File: src/rtl/mcif_rd_arb_4r.sv
// Round-robin AXI read arbiter for four feature-read clients: tags ARID with the
// client index, counts outstanding bursts per client and routes R beats by RID.
module mcif_rd_arb_4r #(
  parameter int M_AXI_ID_WIDTH   = 4,
  parameter int M_AXI_DATA_WIDTH = 64,
  parameter int LEN_W            = 4,
  parameter int MAX_OUTS         = 4
) (
  input  logic                          clk,
  input  logic                          rst,
  input  logic [3:0]                    rd_req_vld,
  output logic [3:0]                    rd_req_rdy,
  input  logic [4*(LEN_W+64)-1:0]       rd_req_pd,
  output logic [3:0]                    rd_resp_vld,
  input  logic [3:0]                    rd_resp_rdy,
  output logic [M_AXI_DATA_WIDTH-1:0]   rd_resp_pd,
  output logic [3:0]                    rd_resp_last,
  output logic                          rd_err,
  output logic [M_AXI_ID_WIDTH-1:0]     M_AXI_ARID,
  output logic [31:0]                   M_AXI_ARADDR,
  output logic [LEN_W-1:0]              M_AXI_ARLEN,
  output logic                          M_AXI_ARVALID,
  output logic [2:0]                    M_AXI_ARSIZE,
  output logic [1:0]                    M_AXI_ARBURST,
  output logic                          M_AXI_ARLOCK,
  output logic [3:0]                    M_AXI_ARCACHE,
  output logic [2:0]                    M_AXI_ARPROT,
  output logic [3:0]                    M_AXI_ARQOS,
  input  logic                          M_AXI_ARREADY,
  input  logic [M_AXI_ID_WIDTH-1:0]     M_AXI_RID,
  input  logic [M_AXI_DATA_WIDTH-1:0]   M_AXI_RDATA,
  input  logic [1:0]                    M_AXI_RRESP,
  input  logic                          M_AXI_RLAST,
  input  logic                          M_AXI_RVALID,
  output logic                          M_AXI_RREADY
);

  localparam int PDW = LEN_W + 64;
  localparam int CW  = $clog2(MAX_OUTS) + 1;

  typedef enum logic {IDLE, ISSUE} state_t;

  state_t          state, state_nxt;
  logic [1:0]      ptr;
  logic [CW-1:0]   outs [4];
  logic [3:0]      elig;
  logic            gnt_vld;
  logic [1:0]      gnt;
  logic            take;
  logic            rid_ok;
  logic [1:0]      rid_k;
  logic            done;
  logic            dec_ok;
  logic            unused_ok;

  assign M_AXI_ARSIZE  = 3'($clog2(M_AXI_DATA_WIDTH / 8));
  assign M_AXI_ARBURST = 2'b01;
  assign M_AXI_ARLOCK  = 1'b0;
  assign M_AXI_ARCACHE = 4'b0010;
  assign M_AXI_ARPROT  = 3'b000;
  assign M_AXI_ARQOS   = 4'b0000;
  assign M_AXI_ARVALID = (state == ISSUE);
  assign unused_ok     = ^{M_AXI_RRESP, rd_req_pd};

  always_comb begin
    for (int i = 0; i < 4; i++)
      elig[i] = rd_req_vld[i] && (outs[i] < CW'(MAX_OUTS));
  end

  // Scan from the far end so the lowest offset from ptr wins.
  always_comb begin
    logic [1:0] idx;
    gnt_vld = 1'b0;
    gnt     = ptr;
    for (int n = 3; n >= 0; n--) begin
      idx = ptr + 2'(n);
      if (elig[idx]) begin
        gnt_vld = 1'b1;
        gnt     = idx;
      end
    end
  end

  always_comb begin
    state_nxt  = state;
    rd_req_rdy = 4'b0000;
    take       = 1'b0;
    case (state)
      IDLE: begin
        if (gnt_vld) begin
          rd_req_rdy[gnt] = 1'b1;
          take            = 1'b1;
          state_nxt       = ISSUE;
        end
      end
      ISSUE: begin
        if (M_AXI_ARREADY) state_nxt = IDLE;
      end
      default: state_nxt = IDLE;
    endcase
  end

  always_ff @(posedge clk or posedge rst) begin
    if (rst) begin
      state        <= IDLE;
      ptr          <= 2'd0;
      M_AXI_ARID   <= '0;
      M_AXI_ARADDR <= '0;
      M_AXI_ARLEN  <= '0;
    end else begin
      state <= state_nxt;
      if (take) begin
        ptr          <= gnt + 2'd1;
        M_AXI_ARID   <= M_AXI_ID_WIDTH'(gnt);
        M_AXI_ARADDR <= rd_req_pd[gnt*PDW +: 32];
        M_AXI_ARLEN  <= rd_req_pd[gnt*PDW+64 +: LEN_W];
      end
    end
  end

  // Unknown RIDs are drained with RREADY high and reach no client.
  assign rid_ok = ((M_AXI_RID >> 2) == '0);
  assign rid_k  = M_AXI_RID[1:0];

  always_comb begin
    rd_resp_vld  = 4'b0000;
    rd_resp_last = 4'b0000;
    M_AXI_RREADY = 1'b1;
    if (rid_ok) begin
      rd_resp_vld[rid_k]  = M_AXI_RVALID;
      rd_resp_last[rid_k] = M_AXI_RLAST;
      M_AXI_RREADY        = rd_resp_rdy[rid_k];
    end
  end

  assign rd_resp_pd = M_AXI_RDATA;
  assign done       = M_AXI_RVALID && M_AXI_RREADY && M_AXI_RLAST && rid_ok;
  assign dec_ok     = done && (outs[rid_k] != '0);

  always_ff @(posedge clk or posedge rst) begin
    if (rst) begin
      for (int i = 0; i < 4; i++) outs[i] <= '0;
      rd_err <= 1'b0;
    end else begin
      for (int i = 0; i < 4; i++) begin
        if ((take && gnt == 2'(i)) && !(dec_ok && rid_k == 2'(i)))
          outs[i] <= outs[i] + CW'(1);
        else if (!(take && gnt == 2'(i)) && (dec_ok && rid_k == 2'(i)))
          outs[i] <= outs[i] - CW'(1);
      end
      if ((M_AXI_RVALID && !rid_ok) || (done && !dec_ok))
        rd_err <= 1'b1;
    end
  end

endmodule

File: config.mk
export PLATFORM = sky130hd
export DESIGN_NAME = mcif_rd_arb_4r
export DESIGN_NICKNAME = d
export VERILOG_FILES = /design/src/rtl/mcif_rd_arb_4r.sv
export SDC_FILE = /design/constraint.sdc
export NUM_CORES = 1
export LEC_CHECK = 0
export CAP_MARGIN = 10
export CORE_AREA = 2 2 189 191
export CTS_BUF_LIST = sky130_fd_sc_hd__clkbuf_4 sky130_fd_sc_hd__clkbuf_8
export DETAILED_ROUTE_END_ITERATION = 8
export DIE_AREA = 0 0 191 193
export PLACE_DENSITY = 0.42
export SYNTH_ARGS = -nofsm -noshare
export SYNTH_HDL_FRONTEND = slang
export SYNTH_SLANG_ARGS = --single-unit
File: constraint.sdc
create_clock -name clk -period 2.8 [get_ports clk]
set_input_delay 0.7 -clock clk [delete_from_list [all_inputs] [get_ports clk]]
set_output_delay 0.7 -clock clk [all_outputs]
set_load 0.1 [all_outputs]
==> load_flow_metrics.sql, run 1 <==
INSERT INTO impl_metrics (metric_group, metric, value, unit) VALUES
('worst_setup_path', 'setup.worst_path.end_class', 'output port', ''),
('finish', 'multi_input_area', '0.00213', 'sq mm'),
('floorplanning', 'floorplan.die.height', '193', 'um'),
('detailed_routing', 'post_detailed_route_via_to_cell_ratio', '3.37', ''),
('finish', 'number_of_fill_cells_in_the_layout', '3878', ''),
('grt', 'globalRouteOverflowTotal', '0', ''),
('cts', 'clk_latency', '0.35', 'ns'),
('finish', 'flow.area_growth_from_synthesis', '67.2', '%'),
('placement', 'place_area', '0.00657', 'sq mm'),
('detailed_routing', 'drt_drc_violations_left', '0', ''),
('placement', 'detailedPlace.worstSlack', '-0.590', 'ns'),
('sta', 'clock_skew', '0.0203', 'ns'),
('floorplanning', 'rows', '69', ''),
('grt', 'grt_start_max_net_pins', '55', ''),
('run_status', 'run_status', 'completed', ''),
('worst_setup_path', 'critPathLaunchType', 'input port', ''),
('synthesis', 'yosysWarnings', '0', ''),
('worst_hold_path', 'holdPathEnd', 'rd_err', ''),
('worst_hold_path', 'hold_path.class', 'flop to flop', ''),
('placement', 'gp_congestion', '0.667', ''),
('placement', 'port-buffer-count', '213', ''),
('worst_setup_path', 'cp.arrival', '2.08', 'ns'),
('sta', 'final-max-slew-violation-count', '0', ''),
('detailed_routing', 'post_drt_wl_per_cell', '14.0', 'um'),
('cts', 'cts-buffers-inserted', '5', ''),
('grt', 'global_route_wire_length_before_repair', '20.6', 'mm'),
('cts', 'ctsHoldBuffers', '0', ''),
('pwr', 'power.combinational.fraction', '75.8', '%'),
('sta', 'layout_setup_ws', '0.0241', 'ns'),
('sta', 'final_period_minus_worst_setup_slack', '2.78', 'ns'),
('synthesis', 'synth.ff_latch_count', '54', ''),
('grt', 'number_of_antenna_violations_at_the_first_check_in_global_routing', '0', ''),
('cts', 'clockRootBuffer', 'sky130_fd_sc_hd__clkbuf_8', ''),
('detailed_routing', 'drtIter0Drc', '79', ''),
('pwr', 'swShare', '57.5', '%'),
('worst_setup_path', 'rrSetupSlack', '0.21', 'ns'),
('sta', 'fmax', '0.360', 'GHz'),
('finish', 'seq_area', '0.00136', 'sq mm'),
('synthesis', 'synth_sequential_area_ratio', '33.2', '%'),
('pwr', 'p_int', '3.53', 'mW'),
('floorplanning', 'fp.dieW', '191', 'um'),
('synthesis', 'synth-simple-area-share', '10.3', '%'),
('detailed_routing', 'vias', '3564', ''),
('worst_hold_path', 'holdCritStartpoint', 'rd_err', ''),
('worst_setup_path', 'worstReg2RegEnd', 'M_AXI_ARADDR[4]', ''),
('floorplanning', 'fp.dieArea', '0.0369', 'sq mm'),
('pwr', 'clock_power_share', '6.3', '%'),
('finish', 'final_util', '19.5', '%'),
('pwr', 'power.leakage', '2.84', 'nW'),
('pwr', 'power.sequential.fraction', '17.8', '%'),
('finish', 'most_frequent_standard_cell_in_the_layout_excluding_fill_and_tap_cells', 'sky130_fd_sc_hd__clkdlybuf4s50_1', ''),
('synthesis', 'avgSynthCellArea', '9.86', 'sq um'),
('synthesis', 'share_of_synthesized_cell_area_in_full_adder_half_adder_and_majority_cells', '3.20', '%'),
('floorplanning', 'floorplan.core_area', '0.0350', 'sq mm'),
('worst_setup_path', 'worstRegToRegCells', '9', ''),
('worst_setup_path', 'setup.worst_path.class', 'input port to output port', ''),
('floorplanning', 'io_pins', '491', ''),
('placement', 'placed_wire_length_estimate', '11.2', 'mm'),
('finish', 'diodes', '0', ''),
('pwr', 'vdd_drop_max', '567', 'uV'),
('finish', 'design_area', '0.00681', 'sq mm'),
('cts', 'cts_tree', 'yes', ''),
('worst_setup_path', 'worstReg2RegStart', 'outs[2]', ''),
('detailed_routing', 'detail_route.wirelength', '14.8', 'mm'),
('flow_run', 'maxCapViolCount', '0', ''),
('finish', 'fin_cells', '1059', ''),
('placement', 'cell_count_after_placement', '1044', ''),
('worst_setup_path', 'critical_path_peak_fanout', '6', ''),
('pwr', 'total_switching_power', '4.77', 'mW'),
('synthesis', 'synth_cell_type_count', '39', ''),
('pwr', 'ratio_of_total_power_to_cell_area', '1220', 'mW/mm^2');
## what timing repair did
action                     in CTS  in global routing
gates resized for setup        26                 15
setup endpoints to repair      17                  8
pin swaps                       6                 10
buffers inserted                8                  2
hold endpoints to repair        0                  0
## synth_stat cells
cell	number	area (sq um)
sky130_fd_sc_hd__o221ai_1	38	333
sky130_fd_sc_hd__buf_12	1	20.0
sky130_fd_sc_hd__nand2_2	2	12.5
sky130_fd_sc_hd__or4_1	2	15.0
sky130_fd_sc_hd__buf_2	6	30.0
sky130_fd_sc_hd__xor2_1	8	70.1
sky130_fd_sc_hd__inv_1	8	30.0
sky130_fd_sc_hd__a31o_2	1	8.76
sky130_fd_sc_hd__nand2b_4	2	27.5
sky130_fd_sc_hd__nor2b_2	2	17.5
sky130_fd_sc_hd__a311o_1	1	10.0
sky130_fd_sc_hd__mux2i_1	72	721
sky130_fd_sc_hd__a21oi_2	1	8.76
sky130_fd_sc_hd__nand2_1	47	176
sky130_fd_sc_hd__a311oi_1	1	8.76
sky130_fd_sc_hd__a22oi_1	1	7.51
sky130_fd_sc_hd__conb_1	2	7.51
sky130_fd_sc_hd__dfrtp_1	54	1350
sky130_fd_sc_hd__nor4_1	2	12.5
sky130_fd_sc_hd__xnor2_1	5	43.8
sky130_fd_sc_hd__a21oi_1	2	10.0
sky130_fd_sc_hd__nor3_1	9	45.0
sky130_fd_sc_hd__o21ai_0	3	15.0
sky130_fd_sc_hd__a21boi_1	1	7.51
sky130_fd_sc_hd__nand3_1	2	10.0
sky130_fd_sc_hd__nor2b_1	2	12.5
sky130_fd_sc_hd__mux2_2	4	45.0
sky130_fd_sc_hd__a21o_1	2	15.0
sky130_fd_sc_hd__clkbuf_1	5	18.8
sky130_fd_sc_hd__mux4_2	1	22.5
sky130_fd_sc_hd__ha_1	4	50.1
sky130_fd_sc_hd__nor2_1	17	63.8
sky130_fd_sc_hd__a31oi_1	1	6.26
sky130_fd_sc_hd__a211oi_1	1	7.51
sky130_fd_sc_hd__o21ai_1	1	5.00
sky130_fd_sc_hd__nand2b_1	4	25.0
sky130_fd_sc_hd__fa_1	4	80.1
sky130_fd_sc_hd__buf_6	4	45.0
sky130_fd_sc_hd__buf_4	90	676
## routing by layer
| metal | track usage [%] | vias up | part of all wire, % |
|---|---|---|---|
| met5 | 0 | - | 0 |
| met4 | 2.68 | 0 | 2.7 |
| met2 | 14.0 | 136 | 53 |
| met3 | 2.12 | 34 | 7.4 |
| met1 | 8.01 | 1667 | 37 |
| li1 | - | 1727 | - |
## critical path, stage by stage
cell	delay [ns]
sky130_fd_sc_hd__clkdlybuf4s15_2	0.20
sky130_fd_sc_hd__nand2b_4	0.14
sky130_fd_sc_hd__nor2b_4	0.16
sky130_fd_sc_hd__a22oi_2	0.14
sky130_fd_sc_hd__buf_4	0.17
sky130_fd_sc_hd__buf_4	0.13
sky130_fd_sc_hd__nor3_4	0.21
sky130_fd_sc_hd__buf_12	0.21
## worst max-delay path by stage
stage                        from              end  slack [ns]  cells past startpoint
floorplan            M_AXI_RID[0]  rd_resp_last[2]       -0.20                      3
global placement     M_AXI_RID[1]          outs[7]       -0.58                      9
detailed placement   M_AXI_RID[1]          outs[7]       -0.59                      9
CTS                 rd_req_vld[3]    rd_req_rdy[1]       0.002                      7
global route              outs[2]    rd_req_rdy[1]       -0.06                      6
finish              rd_req_vld[2]    rd_req_rdy[1]        0.02                      8
## stage by stage
| stage | hold WS (ns) | total power [mW] |
|---|---|---|
| after detailed placement | 0.462 | 7.67 |
| after global routing | 0.520 | 8.84 |
| final | 0.490 | 8.30 |
| after global placement | 0.450 | 7.68 |
| after CTS | 0.507 | 8.43 |
| after floorplan | 0.464 | 6.37 |
## power groups by stage
stage          sequential [mW]  combinational [mW]  clock (mW)
6_report                  1.48                6.30       0.523
5_1_grt                   1.54                6.69       0.612
4_1_cts                   1.48                6.36       0.584
3_5_place_dp              1.48                6.19           0
3_3_place_gp              1.48                6.20           0
2_1_floorplan             3.41                2.96           0
## registers in the layout (all words and copies together) (netlist names)
signal	count
M_AXI_ARADDR	32
M_AXI_ARID	2
M_AXI_ARLEN	4
M_AXI_ARVALID	1
outs	12
ptr	2
rd_err	1
## final cells by class
type                       count  share of cell area (%)
tap                          461                    8.47
timing repair buffer         266                    38.6
inverter                       8                   0.441
clock inverter                 3                   0.368
multi-input combinational    262                    31.2
clock buffer                   5                    1.01
sequential                    54                    19.9
## logic make-up after synthesis
| group | after synthesis |
|---|---|
| buffers and inverters | 114 |
| adders and majority gates | 8 |
| and+or+nand+nor | 91 |
| other | 2 |
| AOI/OAI and AO/OA | 54 |
| DFF | 54 |
| muxes | 77 |
| xor gates and xnor gates | 13 |
(Power assumes the default switching activity.)
==> run 2, diff against run 1 <==
--- a/config.mk
+++ b/config.mk
@@ -8,6 +8,7 @@
 export CAP_MARGIN = 10
 export CORE_AREA = 2 2 189 191
 export CTS_BUF_LIST = sky130_fd_sc_hd__clkbuf_4 sky130_fd_sc_hd__clkbuf_8
+export CTS_CLUSTER_SIZE = 10
 export DETAILED_ROUTE_END_ITERATION = 8
 export DIE_AREA = 0 0 191 193
 export PLACE_DENSITY = 0.42
==> results of run 2 <==
Same layout as run 1: the final DEF is identical, and so are final timing and power.
==> run 3, diff against run 2 <==
--- a/config.mk
+++ b/config.mk
@@ -12,6 +12,7 @@
 export DETAILED_ROUTE_END_ITERATION = 8
 export DIE_AREA = 0 0 191 193
 export PLACE_DENSITY = 0.42
+export SETUP_SLACK_MARGIN = 0.02
 export SYNTH_ARGS = -nofsm -noshare
 export SYNTH_HDL_FRONTEND = slang
 export SYNTH_SLANG_ARGS = --single-unit
==> run 3 against run 2 <==
Hold slack got worse by 0.015 ns. First-iteration DRC count fell by 11%. Clock skew fell by 0.0083 ns. Global-route usage rose by 0.069 points. Via count rose by 0.98%. Critical path depth fell by 3. Combinational power fell by 1%. Non-clock buffer count fell by 2.
==> load_flow_metrics.sql, run 3 (synthesis gave the netlist of run 1 again) <==
INSERT INTO impl_metrics (metric_group, metric, value, unit) VALUES
('worst_setup_path', 'critical_path_buf_inv_count', '3', ''),
('worst_setup_path', 'rrSetupSlack', '0.29', 'ns'),
('cts', 'clock_tree.htree_level_count', '2', ''),
('finish', 'number_of_flip_flops_in_the_largest_register', '32', ''),
('grt', 'met2_usage', '13.7', '%'),
('flow_run', 'maxCapViolCount', '0', ''),
('worst_setup_path', 'path_cells', 'clkdlybuf4s50_1 > mux4_2 > buf_4 > nand2b_4 > buf_12', ''),
('finish', 'final_util', '19.5', '%'),
('worst_setup_path', 'worst_setup_path_startpoint', 'rd_resp_rdy[3]', ''),
('sta', 'layout_setup_ws', '0.0637', 'ns'),
('placement', 'port-buffer-count', '213', ''),
('grt', 'global_route_wire_length_before_repair', '20.9', 'mm'),
('worst_setup_path', 'worstReg2RegStart', 'outs[5]', ''),
('worst_setup_path', 'path_delay_family', 'buffers and inverters', ''),
('grt', 'globalRouteOverflowTotal', '0', ''),
('cts', 'clockRootBuffer', 'sky130_fd_sc_hd__clkbuf_8', ''),
('sta', 'fmax', '0.365', 'GHz'),
('grt', 'number_of_antenna_violations_at_the_first_check_in_global_routing', '0', ''),
('grt', 'grt_pass1_vias', '3585', ''),
('detailed_routing', 'post_drt_wl_per_cell', '14.1', 'um'),
('detailed_routing', 'detail_route.wirelength', '14.9', 'mm'),
('grt', 'grt.met3_usage', '2.35', '%'),
('worst_hold_path', 'hold_path.class', 'flop to flop', ''),
('cts', 'cts_buffer_depth', '2', ''),
('sta', 'rsz_0062_raised_after_global_routing', 'true', ''),
('placement', 'detailedPlace.worstSlack', '-0.493', 'ns'),
('floorplanning', 'fp.dieW', '191', 'um'),
('finish', 'drive_gt1_share', '25.8', '%'),
('sta', 'final-max-slew-violation-count', '0', ''),
('cts', 'clk_latency', '0.34', 'ns'),
('detailed_routing', 'drtIter0Drc', '70', ''),
('worst_setup_path', 'worstReg2RegEnd', 'outs[5]', ''),
('worst_setup_path', 'cp_data_required_time', '2.10', 'ns'),
('floorplanning', 'floorplan.core_area', '0.0350', 'sq mm'),
('sta', 'finalHoldViolations', '0', ''),
('worst_hold_path', 'holdPathEnd', 'rd_err', ''),
('worst_setup_path', 'crit_path_max_incr_delay', '0.49', 'ns'),
('cts', 'cts_tree', 'yes', ''),
('floorplanning', 'initial_core_util', '11.6', '%'),
('pwr', 'vdd_drop_max', '704', 'uV'),
('pwr', 'power.leakage', '2.84', 'nW'),
('worst_setup_path', 'setup.worst_path.end_class', 'output port', ''),
('cts', 'ctsHoldBuffers', '0', ''),
('sta', 'fin_crit_sh', '97.7', '%'),
('sta', 'whs', '0.475', 'ns'),
('sta', 'final-setup-viol-count', '0', ''),
('run_status', 'run_status', 'completed', ''),
('cts', 'clock_sinks', '54', ''),
('worst_setup_path', 'critPathLaunchType', 'input port', ''),
('finish', 'commonest_non_fill_non_tap_cells_in_the_layout', '154 x sky130_fd_sc_hd__clkdlybuf4s50_1, 80 x sky130_fd_sc_hd__buf_4, 72 x sky130_fd_sc_hd__mux2i_1, 52 x sky130_fd_sc_hd__dfrtp_1, 46 x sky130_fd_sc_hd__nand2_1', ''),
('worst_setup_path', 'crit_path_top_delay_cell', 'sky130_fd_sc_hd__mux4_2', ''),
('grt', 'globalRouteMet1Util', '8.29', '%'),
('placement', 'gp_congestion', '0.687', ''),
('cts', 'cts.clk_slew.worst_paths', '0.12', 'ns'),
('grt', 'grt_start_max_net_pins', '55', ''),
('detailed_routing', 'drt_drc_violations_left', '0', ''),
('finish', 'diodes', '0', ''),
('grt', 'most_congested_layer_reported_by_global_routing', 'met2', ''),
('worst_hold_path', 'timing.hold.worst_path_depth', '1', ''),
('floorplanning', 'rows', '69', ''),
('worst_setup_path', 'setup.worst_path.class', 'input port to output port', ''),
('finish', 'layout.nets', '958', ''),
('placement', 'placed_wire_length_estimate', '11.3', 'mm'),
('worst_setup_path', 'critical_path_peak_fanout', '2', ''),
('grt', 'groute.usage.overall', '7.57', '%'),
('cts', 'cts-buffers-inserted', '5', ''),
('floorplanning', 'io_pins', '491', ''),
('floorplanning', 'floorplan.die.height', '193', 'um'),
('detailed_routing', 'vias', '3599', ''),
('worst_setup_path', 'cp.arrival', '2.04', 'ns'),
('worst_setup_path', 'worstRegToRegCells', '12', ''),
('finish', 'registers.top_by_ff_count', 'M_AXI_ARADDR', ''),
('worst_hold_path', 'holdCritStartpoint', 'rd_err', ''),
('pwr', 'ratio_of_total_power_to_cell_area', '1220', 'mW/mm^2'),
('floorplanning', 'fp.dieArea', '0.0369', 'sq mm'),
('finish', 'most_frequent_standard_cell_in_the_layout_excluding_fill_and_tap_cells', 'sky130_fd_sc_hd__clkdlybuf4s50_1', ''),
('sta', 'final_period_minus_worst_setup_slack', '2.74', 'ns'),
('finish', 'reg_top3', 'M_AXI_ARADDR: 32 flops, outs: 12 flops, M_AXI_ARLEN: 4 flops', ''),
('sta', 'clock_skew', '0.0120', 'ns'),
('detailed_routing', 'post_detailed_route_via_to_cell_ratio', '3.40', ''),
('detailed_routing', 'remaining_antenna_violation_count_after_routing', '0', ''),
('detailed_routing', 'first_pass_iters', '4', ''),
('finish', 'flow.area_growth_from_synthesis', '67.4', '%');
## run 3: changes by cell type in the layout (fill, tap and decap cells not counted), moves of 2 or more
cell                              previous run  this run
sky130_fd_sc_hd__buf_6                       1         4
sky130_fd_sc_hd__clkbuf_2                    3         1
sky130_fd_sc_hd__buf_2                       0         2
sky130_fd_sc_hd__buf_4                      86        80
sky130_fd_sc_hd__dlygate4sd2_1               0         2
sky130_fd_sc_hd__clkdlybuf4s15_2             3         1
## run 3: timing repair
action	CTS	global route
resized for setup	28	10
pin swaps	6	3
endpoints found under the hold margin	0	0
setup buffers	4	7
setup endpoints to repair	18	9
## run 3: cell type report
class,count,area [sq um]
Clock buffer,5,68.8
Sequential cell,54,1350
Tap cell,461,577
Multi-Input combinational cell,262,2120
Clock inverter,3,45.0
Timing Repair Buffer,264,2630
Fill cell,3822,28100
Inverter,8,30.0
## run 3: worst max path at each step
| stage | endpoint | slack, ns | cells after the start |
|---|---|---|---|
| after CTS | rd_req_rdy[2] | 0.02 | 8 |
| after floorplan | rd_resp_vld[1] | -0.20 | 3 |
| after global placement | outs[7] | -0.49 | 9 |
| after global routing | rd_req_rdy[2] | -0.04 | 7 |
| after detailed placement | outs[7] | -0.49 | 9 |
| final | M_AXI_RREADY | 0.06 | 5 |
## run 3: worst register-to-register path, stage by stage (launching register included)
cell	delay [ns]
sky130_fd_sc_hd__dfrtp_1	0.42
sky130_fd_sc_hd__nand2b_4	0.18
sky130_fd_sc_hd__nor2b_4	0.13
sky130_fd_sc_hd__a22oi_2	0.38
sky130_fd_sc_hd__nand2_4	0.10
sky130_fd_sc_hd__buf_4	0.15
sky130_fd_sc_hd__nor2_2	0.09
sky130_fd_sc_hd__ha_2	0.18
sky130_fd_sc_hd__inv_1	0.05
sky130_fd_sc_hd__fa_1	0.37
sky130_fd_sc_hd__xor2_1	0.15
sky130_fd_sc_hd__nor2_1	0.11
sky130_fd_sc_hd__xor2_1	0.15
## run 3: power breakdown
group          switching (mW)  total, mW  internal (mW)  leakage, nW
combinational            4.10       6.22           2.12         2.14
sequential              0.292       1.48           1.18        0.652
clock                   0.332      0.600          0.268       0.0504
total                    4.73       8.30           3.57         2.84
## run 3: per-stage QoR
stage	std cells	power [mW]	area [sq um]	setup TNS, ns
2_1_floorplan	430	6.38	4230	-1.27
3_3_place_gp	1038	7.60	6540	-12.91
3_5_place_dp	1038	7.62	6540	-12.62
4_1_cts	1050	8.39	6750	0
5_1_grt	1057	8.83	6820	-0.0678
6_report	1057	8.30	6820	0
## run 3: metal layers
layer,vias to the layer above,routed length [um]
met4,0,403
met5,-,0
li1,1719,-
met2,129,7590
met1,1708,5650
met3,43,1230
